**config.mk**
```make
export PLATFORM = sky130hd
export DESIGN_NAME = ysyx_22040759_hazard_ctrl
export DESIGN_NICKNAME = d
export VERILOG_FILES = /design/src/rtl/ysyx_22040759_hazard_ctrl.sv
export SDC_FILE = /design/constraint.sdc
export NUM_CORES = 1
export LEC_CHECK = 0
export BUFFER_PORTS_ARGS = -buffer_cell sky130_fd_sc_hd__buf_2
export CAP_MARGIN = 15
export CORE_MARGIN = 2
export CORE_UTILIZATION = 54
export DETAILED_ROUTE_END_ITERATION = 10
export GPL_ROUTABILITY_DRIVEN = 0
export GPL_TIMING_DRIVEN = 0
export PLACE_DENSITY = 0.83
export SYNTH_ARGS = -nofsm -noshare
export SYNTH_HDL_FRONTEND = slang
export SYNTH_SLANG_ARGS = --single-unit
```
**constraint.sdc**
```tcl
create_clock -name clk -period 2 [get_ports clk]
set_input_delay 0.2 -clock clk [delete_from_list [all_inputs] [get_ports clk]]
set_output_delay 0.2 -clock clk [all_outputs]
set_load 0.05 [all_outputs]
```
**src/rtl/ysyx_22040759_hazard_ctrl.sv**
```systemverilog
// ysyx_22040759_hazard_ctrl
//  Hazard controller for the 5-stage RV64 pipeline. It handles:
//  - multi-cycle load-use stalls,
//  - a scoreboard of outstanding multi-cycle MUL/DIV results,
//  - branch/jump flushes,
//  - EX-stage forwarding selects.
//
//  Inputs:
//    clk, rst (synchronous, active-high)
//    id_rs1/id_rs2/id_rs*_used/id_is_mdu   ID-stage sources
//    ex_rd/ex_memread/ex_rs1/ex_rs2        EX-stage instruction
//    ex_redirect                           taken branch/jump resolved in EX
//    mdu_issue/mdu_rd/mdu_done/mdu_done_rd MUL/DIV issue and writeback
//    mem_rd/mem_regwrite, wb_rd/wb_regwrite  forwarding sources
//
//  Outputs:
//    pc_stall, ifid_stall, idex_bubble, ifid_flush
//    fwd_a/fwd_b: 00 regfile, 01 EX/MEM, 10 MEM/WB
//
//  Optional macro HAZARD_PERF_EN adds three 32-bit counters:
//    perf_lu_cyc   load-use stall cycles
//    perf_mdu_cyc  MDU stall cycles
//    perf_flush    flush events
module ysyx_22040759_hazard_ctrl #(
  parameter int REG_AW    = 5,
  parameter int LOAD_LAT  = 1,
  parameter int MDU_DEPTH = 2,
  parameter int CNT_W     = 3
) (
  input  logic              clk,
  input  logic              rst,
  input  logic [REG_AW-1:0] id_rs1,
  input  logic [REG_AW-1:0] id_rs2,
  input  logic              id_rs1_used,
  input  logic              id_rs2_used,
  input  logic              id_is_mdu,
  input  logic [REG_AW-1:0] ex_rd,
  input  logic              ex_memread,
  input  logic [REG_AW-1:0] ex_rs1,
  input  logic [REG_AW-1:0] ex_rs2,
  input  logic              ex_redirect,
  input  logic              mdu_issue,
  input  logic [REG_AW-1:0] mdu_rd,
  input  logic              mdu_done,
  input  logic [REG_AW-1:0] mdu_done_rd,
  input  logic [REG_AW-1:0] mem_rd,
  input  logic              mem_regwrite,
  input  logic [REG_AW-1:0] wb_rd,
  input  logic              wb_regwrite,
  output logic              pc_stall,
  output logic              ifid_stall,
  output logic              idex_bubble,
  output logic              ifid_flush,
`ifdef HAZARD_PERF_EN
  output logic [31:0]       perf_lu_cyc,
  output logic [31:0]       perf_mdu_cyc,
  output logic [31:0]       perf_flush,
`endif
  output logic [1:0]        fwd_a,
  output logic [1:0]        fwd_b
);

  localparam int NREG = 2**REG_AW;

  typedef enum logic {IDLE, LU_STALL} state_t;

  state_t           state;
  logic [CNT_W-1:0] cnt;
  logic [CNT_W-1:0] outstanding;
  logic [NREG-1:0]  sb;
  logic [NREG-1:0]  sb_nxt;
  logic             lu_hit, lu_stall, mdu_full, mdu_hit, stall;

  assign lu_hit = ex_memread && (ex_rd != '0) &&
                  ((id_rs1_used && ex_rd == id_rs1) ||
                   (id_rs2_used && ex_rd == id_rs2));

  // The detect cycle is the first stall cycle.
  // LU_STALL covers the remaining LOAD_LAT-1 stall cycles.
  assign lu_stall = lu_hit || (state == LU_STALL);

  assign mdu_full = (outstanding == CNT_W'(MDU_DEPTH));

  // sb[0] is held at zero, so x0 never raises an MDU hazard.
  assign mdu_hit = (id_rs1_used && sb[id_rs1]) ||
                   (id_rs2_used && sb[id_rs2]) ||
                   (id_is_mdu && mdu_full);

  assign stall = lu_stall || mdu_hit;

  // A redirect overrides a stall.
  // The wrong-path instruction in ID is dropped, not held.
  assign pc_stall    = !rst && stall && !ex_redirect;
  assign ifid_stall  = !rst && stall && !ex_redirect;
  assign idex_bubble = !rst && (stall || ex_redirect);
  assign ifid_flush  = !rst && ex_redirect;

  function automatic logic [1:0] fwd_sel(input logic [REG_AW-1:0] src);
    if (mem_regwrite && mem_rd != '0 && mem_rd == src) return 2'b01;
    if (wb_regwrite && wb_rd != '0 && wb_rd == src)    return 2'b10;
    return 2'b00;
  endfunction

  assign fwd_a = rst ? 2'b00 : fwd_sel(ex_rs1);
  assign fwd_b = rst ? 2'b00 : fwd_sel(ex_rs2);

  // Load-use FSM
  always_ff @(posedge clk) begin
    if (rst || ex_redirect) begin
      state <= IDLE;
      cnt   <= '0;
    end else begin
      case (state)
        IDLE: begin
          if (lu_hit && LOAD_LAT > 1) begin
            state <= LU_STALL;
            cnt   <= CNT_W'(LOAD_LAT - 1);
          end
        end
        LU_STALL: begin
          cnt <= cnt - 1'b1;
          if (cnt <= CNT_W'(1)) state <= IDLE;
        end
        default: begin
          state <= IDLE;
          cnt   <= '0;
        end
      endcase
    end
  end

  // Scoreboard.
  // The set is applied last, so a same-cycle issue and completion to the
  // same register leaves the bit set.
  always_comb begin
    sb_nxt = sb;
    if (mdu_done) sb_nxt[mdu_done_rd] = 1'b0;
    if (mdu_issue) sb_nxt[mdu_rd] = 1'b1;
    sb_nxt[0] = 1'b0;
  end

  always_ff @(posedge clk) begin
    if (rst) begin
      sb          <= '0;
      outstanding <= '0;
    end else begin
      sb <= sb_nxt;
      // The count saturates at both ends.
      // An issue and a done in the same cycle cancel out.
      case ({mdu_issue, mdu_done})
        2'b10: if (!mdu_full) outstanding <= outstanding + 1'b1;
        2'b01: if (outstanding != '0) outstanding <= outstanding - 1'b1;
        default: ;
      endcase
    end
  end

`ifdef HAZARD_PERF_EN
  always_ff @(posedge clk) begin
    if (rst) begin
      perf_lu_cyc  <= '0;
      perf_mdu_cyc <= '0;
      perf_flush   <= '0;
    end else begin
      if (lu_stall && !ex_redirect) perf_lu_cyc  <= perf_lu_cyc + 32'd1;
      if (mdu_hit && !ex_redirect)  perf_mdu_cyc <= perf_mdu_cyc + 32'd1;
      if (ex_redirect)              perf_flush   <= perf_flush + 32'd1;
    end
  end
`endif

endmodule

```
==> flow_summary.yaml, run 1 <==
sta:
  rsz0062_at_grt: "true"
  setup_violations: 3
  tightest_slew_ns: 1.06
  fin_ws_ns: -0.239
  holdWs_ns: 0.130
  final.period_utilization: 1.12
  hold_viol_final: 0
  fmax_ghz: 0.447
  skew_ns: 0.00175
  drv_slew: 0
  min_period_ns: 2.24
  maxSlewHeadroom: 0.293
clock_network:
  ctsLongestPathBuffers: 2
  cts.reportedPaths.clkPinSlew_ns: 0.07
  cts_made_buffers: 5
  root_buffer: "clkbuf_8"
  h-tree-depth: 2
  clk_latency_ns: 0.29
  clock_sinks: 38
  cts_tree: "built"
worst_setup_path:
  r2r-start: "outstanding[1]"
  crit_chain: "mux2i_1, mux4_2, a21boi_2, nand4_1, a311oi_4, buf_4, buf_8"
  worstPathMaxFanout: 3
  startpoint_type: "register"
  worstPathRequired_ns: 1.80
  slowest_stage: "mux4_2"
  critPathBufInv: 2
  cp.arrival_ns: 2.04
  path_delay_family: "multiplexers"
  critPathKind: "register to primary output"
  slowest_delay_ns: 0.49
  critPathLaunch: "sb[7]"
  end_kind: "primary output"
synth:
  synth.area.top_cells: "dfxtp_1 29%, xnor2_1 7.9%, a21oi_1 6.2%, nand2_1 6.2%, o21ai_0 6.0%"
  synth_nets: 369
  synth_cell_type_count: 45
  async_flop_share: 0
  synth.top_cell.area_share: 0.286
  synth_warnings: 0
  netlist_area_um2: 2660
  synth-seq-area-share: 0.286
  synth_cells: 310
  synth_top_area_cell: "dfxtp_1"
  synth-seq-cells: 38
  synth.avg_cell_area_um2: 8.58
  synth_edf_count: 0
  synth-main-ff-cell: "dfxtp_1"
detailed_routing:
  drt-wirelength-per-cell_um: 16.7
  first_iter_violations: 233
  viasPerCell: 6.09
  dr.pass1.iters: 5
  drt-total-wl_um: 7410
  drc: 0
  vias: 2704
  antenna_left: 0
global_route:
  grt_antenna_before_repair: 0
  overflow: 0
  gr-usage-all-layers: 0.280
  grt_pass1_vias: 2513
  grt_first_pass_wirelength_um: 11700
  grt_start_max_net_pins: 11
power_and_ir_drop:
  p_int_w: 0.00122
  seqPwrFrac: 0.457
  p_sw_frac: 0.306
  power.density_nw_per_um2: 539
  p_switching_w: 0.000538
  p_comb_frac: 0.263
  leakagePower_nw: 1.19
  power_frac_clock: 0.280
  peakVddDrop_v: 0.000360
run_status:
  violations: "setup timing"
  status: "finished, violations left"
place:
  pre_cts_ws_ns: -0.348
  hpwl_um: 5450
  port_buffers: 57
floorplan:
  die_w_um: 74.2
  die_h_um: 74.2
  core-area_um2: 4720
  io_pins: 64
  fp.dieArea_um2: 5510
  initial_core_util: 0.563
  rows: 25
worst_hold_path:
  holdCritStartpoint: "rst"
  hold_class: "input pin to register"
final_layout:
  antennaDiodeCount: 0
  layout-drive-gt1-share: 0.294
  syn_to_final_growth_pct: 22.6
  finalNetCount: 436
run:
  drv_cap: 0
[power by group through the flow]
stage | Sequential (W) | Clock (W) | Combinational [W]
2_1_floorplan | 0.000814 | 0 | 0.000290
3_3_place_gp | 0.000819 | 0 | 0.000426
3_5_place_dp | 0.000820 | 0 | 0.000437
4_1_cts | 0.000804 | 0.000499 | 0.000452
5_1_grt | 0.000808 | 0.000531 | 0.000500
6_report | 0.000804 | 0.000492 | 0.000463
[per-stage QoR]
step	util	area (µm²)	total power, W	std cells	setup TNS (ns)
2_1_floorplan	-	2730	0.00110	310	-0.349
3_3_place_gp	0.656	3100	0.00124	434	-0.953
3_5_place_dp	0.656	3100	0.00126	434	-1.03
4_1_cts	0.683	3220	0.00176	442	-0.645
5_1_grt	0.691	3260	0.00184	444	-0.855
6_report	0.691	3260	0.00176	444	-0.643
[cells in the final DEF (no fill, tap or decap), types with 3 or more instances in the layout]
cell type   n
a21oi_1    33
and3_1      3
and3b_1     3
buf_2      54
buf_4       8
buf_6       4
clkbuf_1    7
clkbuf_8    7
dfxtp_1    29
dfxtp_2     9
inv_1       6
mux2i_1     8
mux4_1      4
mux4_2      9
nand2_1    44
nand3_1     6
nand3b_1    7
nand4_1     3
nor2_1     13
nor2b_1     3
nor3_1      7
nor3b_1     4
o21ai_0    32
or4_1       4
xnor2_1    24
xor2_1     12
[timing repair]
action | CTS | global route
pin swaps | 4 | 6
setup buffers | 1 | 2
endpoints found under the setup margin | 5 | 5
hold buffers | 0 | 0
resized for setup | 20 | 10
[layer usage]
metal,global-route usage,routed length (µm),vias to the layer above,part of all wire
li1,-,-,1263,-
met1,0.342,2960,1307,0.40
met2,0.495,3810,117,0.51
met3,0.0515,512,17,0.069
met4,0.0990,128,0,0.017
met5,0,0,-,0
[cell families after synthesis]
group | synth area share
multiplexers | 0.160
adder cells (fa/ha/maj) | 0.0169
buffers and inverters | 0.0480
XOR/XNOR | 0.118
AO/OA/AOI/OAI | 0.156
flip-flops | 0.286
AND/OR/NAND/NOR | 0.214
[cells in the mapped netlist (all sizes together), types with 6 or more instances]
library cell / n
a21oi: 33
buf: 7
clkbuf: 7
dfxtp: 38
inv: 6
mux2i: 10
mux4: 13
nand2: 44
nand3: 6
nand3b: 7
nor2: 14
nor3: 9
o21ai: 33
xnor2: 24
xor2: 12
[sequential cells by signal, summed over array words and instances (netlist names)]
signal       count
cnt              3
sb              31
outstanding      3
state            1
[worst paths after layout]
kind              slack (ns)  depth (start not counted)              to
hold / removal          0.13                          2           state
setup / recovery       -0.24                          7        pc_stall
hold reg to reg         0.49                          2           sb[5]
setup reg to reg        0.39                          6  outstanding[2]
[cell type report]
type / instances / area, µm²
buffer: 14 / 105
clock buffer: 7 / 76.3
fill: 374 / 1460
inverter: 6 / 22.5
multi-input combinational: 252 / 1870
sequential: 38 / 772
tap: 67 / 83.8
timing repair buffer: 60 / 332
No activity file was read; power rests on OpenSTA's default activity.
==> run 2, diff against run 1 <==
--- a/config.mk
+++ b/config.mk
@@ -5,14 +5,16 @@
 export SDC_FILE = /design/constraint.sdc
 export NUM_CORES = 1
 export LEC_CHECK = 0
+export ABC_AREA = 1
 export BUFFER_PORTS_ARGS = -buffer_cell sky130_fd_sc_hd__buf_2
 export CAP_MARGIN = 15
 export CORE_MARGIN = 2
-export CORE_UTILIZATION = 54
+export CORE_UTILIZATION = 55
 export DETAILED_ROUTE_END_ITERATION = 10
 export GPL_ROUTABILITY_DRIVEN = 0
 export GPL_TIMING_DRIVEN = 0
-export PLACE_DENSITY = 0.83
+export PLACE_DENSITY = 0.84
+export REMOVE_ABC_BUFFERS = 1
 export SYNTH_ARGS = -nofsm -noshare
 export SYNTH_HDL_FRONTEND = slang
 export SYNTH_SLANG_ARGS = --single-unit
==> flow_summary.yaml, run 2 <==
sta:
  holdWs_ns: 0.205
  fmax_ghz: 0.522
  hold_viol_final: 0
  finalSetupTns_ns: 0
  min_period_ns: 1.92
  final.period_utilization: 0.958
  skew_ns: 0.000124
  tightest_slew_ns: 1.15
  rsz0062_at_grt: "true"
  setup_violations: 0
  maxSlewHeadroom: 0.231
  drv_slew: 0
floorplan:
  rows: 26
  core-area_um2: 5010
  fp.dieArea_um2: 5700
  initial_core_util: 0.561
  io_pins: 64
  die_h_um: 75.5
  die_w_um: 75.5
final_layout:
  syn_to_final_growth_pct: 17.5
  final_cell_mix: "125 x nand2_1, 65 x nand3_1, 59 x inv_1"
  finalNetCount: 586
  regMostFlops: "sb"
  layout-drive-gt1-share: 0.155
  final_common_cell: "nand2_1"
  final_util: 0.659
  antennaDiodeCount: 0
  largest_registers: "sb x31, cnt x3, outstanding x3"
  largest_reg_flops: 31
  stdcell_count: 598
detailed_routing:
  dr.pass1.iters: 5
  viasPerCell: 5.59
  highest_layer: "met4"
  drt-wirelength-per-cell_um: 13.8
  first_iter_violations: 325
  met1_length_um: 3390
  vias: 3344
  met2_length_um: 3900
  drt-total-wl_um: 8230
  antenna_left: 0
  drc: 0
  wl_met3_um: 703
global_route:
  grt_start_max_net_pins: 39
  grt_first_pass_wirelength_um: 12800
  gr-usage-all-layers: 0.292
  overflow: 0
  grt_pass1_vias: 2905
  grt_antenna_before_repair: 0
synth:
  synth-seq-cells: 38
  synth_cell_type_count: 30
  synth.top_cell.area_share: 0.271
  synth.area.top_cells: "dfxtp_1 27%, nand2_1 17%, nand3_1 12%, inv_1 8.0%, a21oi_1 7.7%"
  synth_top_area_cell: "dfxtp_1"
  async_flop_share: 0
  synth.avg_cell_area_um2: 6.00
  synth-seq-area-share: 0.271
  synth_warnings: 0
  netlist_area_um2: 2810
  synth_edf_count: 0
  post-synth-top-count-cell: "nand2_1"
  synth_cells: 468
  synth-main-ff-cell: "dfxtp_1"
  synth_commonest_cells: "125 x nand2_1, 66 x nand3_1, 60 x inv_1, 43 x a21oi_1, 41 x o21ai_0"
clock_network:
  clock_sinks: 38
  cts_made_buffers: 5
  cts.reportedPaths.clkPinSlew_ns: 0.08
  cts_tree: "built"
  clk_latency_ns: 0.30
  root_buffer: "clkbuf_8"
  h-tree-depth: 2
  ctsLongestPathBuffers: 2
worst_setup_path:
  cp.arrival_ns: 1.72
  worstPathMaxFanout: 3
  reg2reg_slack_ns: 0.28
  timing.rr.end: "outstanding[2]"
  worstPathRequired_ns: 1.80
  startpoint_type: "register"
  critPathLaunch: "sb[4]"
  end_kind: "primary output"
  crit_end: "idex_bubble"
  rr_worst_depth: 6
  critPathKind: "register to primary output"
  r2r-start: "outstanding[0]"
power_and_ir_drop:
  peakVddDrop_v: 0.000545
  power_w: 0.00199
  power.density_nw_per_um2: 604
  leakagePower_nw: 1.47
place:
  placed_cells: 588
  hpwl_um: 6180
  port_buffers: 63
worst_hold_path:
  hold_class: "input pin to register"
  whs_path_depth: 4
run:
  drv_cap: 0
run_status:
  status: "finished, final reports clean"
[run 2: changes by cell type after synthesis, moves of 6 or more]
| cell | delta |
|---|---|
| o21ai_0 | +9 |
| mux4_2 | -7 |
| inv_1 | +54 |
| nand3b_1 | -7 |
| nor2_1 | +11 |
| nand3_1 | +60 |
| mux2i_1 | -10 |
| mux4_1 | -6 |
| a21oi_1 | +10 |
| xnor2_1 | -20 |
| nand2_1 | +81 |
[run 2: worst min-delay path by stage]
stage / startpoint / endpoint
2_1_floorplan: rst / sb[10]
3_3_place_gp: outstanding[2] / outstanding[2]
3_5_place_dp: outstanding[2] / outstanding[2]
4_1_cts: ex_redirect / state
5_1_grt: ex_redirect / state
6_report: ex_redirect / state
[run 2: final cells by class]
| cell class | count | area [µm²] |
|---|---|---|
| clock buffers | 5 | 68.8 |
| clock inverters | 3 | 68.8 |
| fillers | 481 | 1710 |
| inverters | 62 | 239 |
| multi-input cells | 355 | 1730 |
| flip-flops and latches | 38 | 762 |
| well taps | 70 | 87.6 |
| repair buffers | 65 | 347 |
[run 2: what timing repair did]
action	in CTS	in global routing
resized for setup	2	10
buffers inserted	2	0
endpoints found under the setup margin	3	3
hold buffers	0	0
endpoints found under the hold margin	0	0
[run 2: per-stage QoR]
step	area [µm²]	setup slack [ns]
5_1_grt	3300	-0.0291
3_5_place_dp	3120	-0.0736
6_report	3300	0.0844
3_3_place_gp	3120	-0.0549
2_1_floorplan	2720	0.227
4_1_cts	3280	0.0365
[run 2: logic make-up after synthesis]
logic type / synth area share
flops: 0.271
fa+ha+maj: 0.0160
xor+xnor: 0.0499
simple gates: 0.365
buf+inv: 0.115
compound gates: 0.183
[run 2: power by group]
group          internal [W]  switching [W]
sequential         0.000771      0.0000122
combinational      0.000150       0.000273
clock              0.000500       0.000288
[run 2: critical path: stages, from the launching register on]
cell and delay, ns:
dfxtp_1 0.33, or2_1 0.22, nand3_1 0.08, nand3_1 0.08
nand3_1 0.11, nand3_1 0.08, nand3_1 0.10, nand3_2 0.10
nand2_1 0.08, nand2_1 0.05, buf_4 0.18
[run 2: layer usage]
metal / up-vias / GRT usage
met3: 23 / 0.0357
li1: 1658 / -
met5: - / 0
met1: 1471 / 0.365
met2: 192 / 0.520
met4: 0 / 0.0975
